===== src/rtl/controle_mapa_pkg.sv =====
// controle_mapa shared types and constants.
// Map width and count are also used by mux_mapa.
package controle_mapa_pkg;

  typedef enum logic {
    SELECAO = 1'b0,
    JOGO    = 1'b1
  } estado_e;

  localparam int N_MAPAS = 4;
  localparam int MAPA_W  = 7;
  localparam int SEL_W   = $clog2(N_MAPAS);

endpackage


===== src/rtl/controle_mapa_sync.sv =====
// Button synchronizer with rising-edge detection.
// One pulse per press, none for a button held through reset.
module sincroniza_borda (
  input  logic clk,
  input  logic rst_n,
  input  logic in,
  output logic pulso
);

  logic s1_q;
  logic s2_q;
  logic s3_q;
  logic v1_q;
  logic v2_q;
  logic arm_q;

  // arm only once s2 holds a real low sample, not the reset zero
  always_ff @(posedge clk or negedge rst_n) begin
    if (!rst_n) begin
      s1_q  <= 1'b0;
      s2_q  <= 1'b0;
      s3_q  <= 1'b0;
      v1_q  <= 1'b0;
      v2_q  <= 1'b0;
      arm_q <= 1'b0;
    end else begin
      s1_q  <= in;
      s2_q  <= s1_q;
      s3_q  <= s2_q;
      v1_q  <= 1'b1;
      v2_q  <= v1_q;
      arm_q <= arm_q | (v2_q & ~s2_q);
    end
  end

  assign pulso = arm_q & s2_q & ~s3_q;

endmodule


===== src/rtl/controle_mapa.sv =====
// Map selection controller: steps sel, latches confirmed map,
// blinks the preview and returns to selection at end of game.
module controle_mapa
  import controle_mapa_pkg::*;
#(
  parameter int BLINK_DIV = 25_000_000
) (
  input  logic              clk,
  input  logic              rst_n,
  input  logic              btn_prox,
  input  logic              btn_conf,
  input  logic              fim_jogo,
  input  logic [MAPA_W-1:0] mapa_in,
  output logic [SEL_W-1:0]  sel,
  output logic [MAPA_W-1:0] mapa_reg,
  output logic              mapa_valido,
  output logic              pronto,
  output logic              pisca
);

  localparam int CW = $clog2(BLINK_DIV);
  localparam logic [CW-1:0] CNT_MAX = CW'(BLINK_DIV - 1);

  logic prox_ev;
  logic conf_ev;

  estado_e           estado_q, estado_d;
  logic [SEL_W-1:0]  sel_q, sel_d;
  logic [MAPA_W-1:0] mapa_q, mapa_d;
  logic              pronto_q, pronto_d;
  logic              pisca_q, pisca_d;
  logic [CW-1:0]     cnt_q, cnt_d;

  sincroniza_borda u_sync_prox (
    .clk   (clk),
    .rst_n (rst_n),
    .in    (btn_prox),
    .pulso (prox_ev)
  );

  sincroniza_borda u_sync_conf (
    .clk   (clk),
    .rst_n (rst_n),
    .in    (btn_conf),
    .pulso (conf_ev)
  );

  always_ff @(posedge clk or negedge rst_n) begin
    if (!rst_n) begin
      estado_q <= SELECAO;
      sel_q    <= '0;
      mapa_q   <= '0;
      pronto_q <= 1'b0;
      pisca_q  <= 1'b1;
      cnt_q    <= '0;
    end else begin
      estado_q <= estado_d;
      sel_q    <= sel_d;
      mapa_q   <= mapa_d;
      pronto_q <= pronto_d;
      pisca_q  <= pisca_d;
      cnt_q    <= cnt_d;
    end
  end

  always_comb begin
    estado_d = estado_q;
    sel_d    = sel_q;
    mapa_d   = mapa_q;
    pronto_d = 1'b0;
    pisca_d  = pisca_q;
    cnt_d    = cnt_q;
    unique case (estado_q)
      SELECAO: begin
        if (conf_ev) begin
          // confirm wins over a same-cycle next
          estado_d = JOGO;
          mapa_d   = mapa_in;
          pronto_d = 1'b1;
          pisca_d  = 1'b0;
          cnt_d    = '0;
        end else begin
          if (prox_ev) begin
            sel_d = sel_q + SEL_W'(1);
          end
          if (cnt_q == CNT_MAX) begin
            cnt_d   = '0;
            pisca_d = ~pisca_q;
          end else begin
            cnt_d = cnt_q + CW'(1);
          end
        end
      end
      JOGO: begin
        cnt_d   = '0;
        pisca_d = 1'b0;
        if (fim_jogo) begin
          estado_d = SELECAO;
          pisca_d  = 1'b1;
        end
      end
      default: begin
        estado_d = SELECAO;
      end
    endcase
  end

  assign sel         = sel_q;
  assign mapa_reg    = mapa_q;
  assign mapa_valido = (estado_q == JOGO);
  assign pronto      = pronto_q;
  assign pisca       = pisca_q;

endmodule


===== config.mk =====
export PLATFORM = sky130hd
export DESIGN_NAME = controle_mapa
export DESIGN_NICKNAME = d
export VERILOG_FILES = /design/src/rtl/controle_mapa_pkg.sv /design/src/rtl/controle_mapa_sync.sv /design/src/rtl/controle_mapa.sv
export SDC_FILE = /design/constraint.sdc
export NUM_CORES = 1
export LEC_CHECK = 0
export CORE_MARGIN = 2
export CORE_UTILIZATION = 48
export CTS_CLUSTER_DIAMETER = 120
export CTS_CLUSTER_SIZE = 8
export DETAILED_ROUTE_END_ITERATION = 8
export PLACE_DENSITY = 0.71
export SYNTH_ARGS = -nofsm -noshare
export SYNTH_HDL_FRONTEND = slang
export SYNTH_SLANG_ARGS = --single-unit
export TNS_END_PERCENT = 5

===== constraint.sdc =====
create_clock -name clk -period 4.6 [get_ports clk]
set_input_delay 0.46 -clock clk [delete_from_list [all_inputs] [get_ports clk]]
set_output_delay 0.46 -clock clk [all_outputs]
set_load 0.03 [all_outputs]

==> results_dict.tcl <==
set metrics [dict create \
    run_status "finished, final reports clean" \
    switching_power_w 0.000325 \
    fin_skew_ps 4.91 \
    port_buffers 23 \
    syn_area_um2 2070 \
    yosysWarnings 0 \
    fin_crit_ps 2500 \
    initial_core_util 0.509 \
    root_buffer "clkbuf_8" \
    ys_ff_latch 47 \
    synth_top_area_cell "dfrtp_1" \
    fill_cells 324 \
    rsz0062_at_grt "false" \
    multi_input_area_um2 815 \
    synth-edff-count 0 \
    gp_congestion 0.783 \
    die_w_um 69.6 \
    p_sw_frac 0.306 \
    routedWlPerCell_um 13.8 \
    dr.pass1.iters 4 \
    grt_pass1_wl_mm 6.17 \
    n_antenna_cell 0 \
    post_cts_buffers 0 \
    netlist_top_cells_area "dfrtp_1 56%, xor2_1 7.2%, nor2_2 6.1%, mux2_2 3.8%, xnor2_1 3.4%" \
    arrival_ps 2630 \
    synth_top_area_share 0.557 \
    grt_overflow 0 \
    drive_gt1_frac 0.210 \
    ys.flop_type "dfrtp_1" \
    clock_path_buffers 2 \
    grt_pass1_vias 1403 \
    antenna_left 0 \
    worstSetupPathType "flip-flop to flip-flop" \
    powerDensity_nw_per_um2 440 \
    async_flop_share 1.00 \
    crit_fanout 25 \
    path_clk_slew_ps 90 \
    dieArea_um2 4840 \
    die_y_um 69.6 \
    timing.hold.ws_ps 321 \
    intPower_w 0.000738 \
    ys_types 30 \
    route.detailed.drc 0 \
    ioPinCount 24 \
    drtIter0Drc 56 \
    synth_commonest_cells "46 x dfrtp_1, 20 x nor2_2, 17 x xor2_1" \
    max-cap-violations 0 \
    fin_crit_sh 0.543 \
    startpoint_type "flip-flop" \
    ir_drop_mv 0.279 \
    final_nets 212 \
    grt_max_degree 48 \
    hold_buffers 0 \
    setup_viol 0 \
    numCtsBuffers 5 \
    pwr-share-seq 0.466 \
    area.sequential_um2 1180 \
    syn_avg_cell_area_um2 11.9 \
    synth.most_common_cell "dfrtp_1" \
    area_growth_pct 16.9 \
    ys_seq_area_frac 0.570 \
    fmax_ghz 0.400 \
    relSlewSlack 0.183 \
    vias 1298 \
    viasPerCell 5.19 \
    core-area_um2 4060 \
    cts_resized 0 \
    hold_viol 0 \
    largest_reg_flops 25 \
    cts_tree "done" \
    p_comb_frac 0.246 \
    leakage_nw 1.03 \
    clkLatencyLatePin_ps 300 \
    hp-class "primary input to async pin" \
    grt_antenna_before_repair 0 \
    finalMaxSlewViolations 0 \
    cp.required_ps 4740 \
    dp_hpwl_mm 2.42 \
    routed_wl_mm 3.46 \
    endpoint_kind "flip-flop" \
    p_clk_frac 0.289 \
    track_usage 0.165 \
    tightest_slew_ps 1230 \
    fp-row-count 23 \
    synth.net_count 186 \
    syn_inst 173 \
    cts_sinks 47 \
    setup_tns_ps 0 \
    cts_max_level 2 \
]
## placed cells by master (no fill, tap or decap), types with 5 or more instances in the layout
| master | count |
|---|---|
| nor2_1 | 10 |
| dfrtp_1 | 46 |
| nand3_1 | 11 |
| nor2_2 | 20 |
| xor2_1 | 17 |
| nand4_1 | 6 |
| clkbuf_8 | 5 |
| clkdlybuf4s50_1 | 22 |
| mux2_2 | 7 |
| nand2_1 | 13 |
| xnor2_1 | 8 |
| inv_1 | 5 |
## final timing paths
path,from,endpoint,slack [ps],depth (start not counted)
worst max register to register,cnt_q[0],cnt_q[4],2100,6
worst max-delay path,cnt_q[0],cnt_q[4],2100,6
worst min-delay path,rst_n,u_sync_prox.s1_q,320,1
max in group asynchronous,rst_n,pronto,3640,1
worst min register to register,u_sync_conf.s1_q,u_sync_conf.s2_q,360,0
min in group clk,u_sync_conf.s1_q,u_sync_conf.s2_q,360,0
## layout make-up
type,instances,share of cell area
Timing Repair Buffer,23,0.0933
Multi-Input combinational cell,117,0.337
Clock buffer,5,0.0285
Clock inverter,3,0.0197
Tap cell,50,0.0259
Sequential cell,47,0.488
Inverter,5,0.00777
## metrics by stage
stage | util | instances | cell area [um2] | setup slack [ps] | power (W)
after floorplan | - | 173 | 2070 | 2910 | 0.000673
after global placement | 0.566 | 242 | 2300 | 2190 | 0.000758
after detailed placement | 0.566 | 242 | 2300 | 2100 | 0.000766
after CTS | 0.595 | 250 | 2410 | 2090 | 0.00108
after global routing | 0.595 | 250 | 2410 | 1890 | 0.00112
final | 0.595 | 250 | 2410 | 2100 | 0.00106
## per-layer routing
layer,wire length [um],up-vias,part of all wire,global-route usage
met4,62,0,0.018,0.0741
met5,0,-,0,0
met3,202,6,0.058,0.0712
met2,1640,31,0.47,0.252
met1,1550,637,0.45,0.201
li1,-,624,-,-
## kinds of logic (layout without fill, tap and decap cells)
kind of cell | count (synthesis) | after routing | synth area share
xor+xnor | 25 | 25 | 0.106
simple gates | 80 | 80 | 0.230
mux | 7 | 7 | 0.0382
other cells | 1 | 1 | 0.00182
fa+ha+maj | 1 | 1 | 0.00606
flops | 47 | 47 | 0.570
buf+inv | 9 | 36 | 0.0357
compound gates | 3 | 3 | 0.0121
## power by group through the flow
stage	Combinational [W]	Clock, W	Sequential, W
after floorplan	0.0000945	0	0.000578
after global placement	0.000258	0	0.000500
after detailed placement	0.000263	0	0.000503
after CTS	0.000265	0.000318	0.000496
after global routing	0.000279	0.000338	0.000503
final	0.000261	0.000307	0.000495
## critical path, cell delays in order, from the launching register on
cell	delay, ps
dfrtp_1	380
ha_1	210
and3_1	200
nand3_1	130
nor4_2	300
or2_1	970
nor2_1	130
No activity file was read; power rests on OpenSTA's default activity.
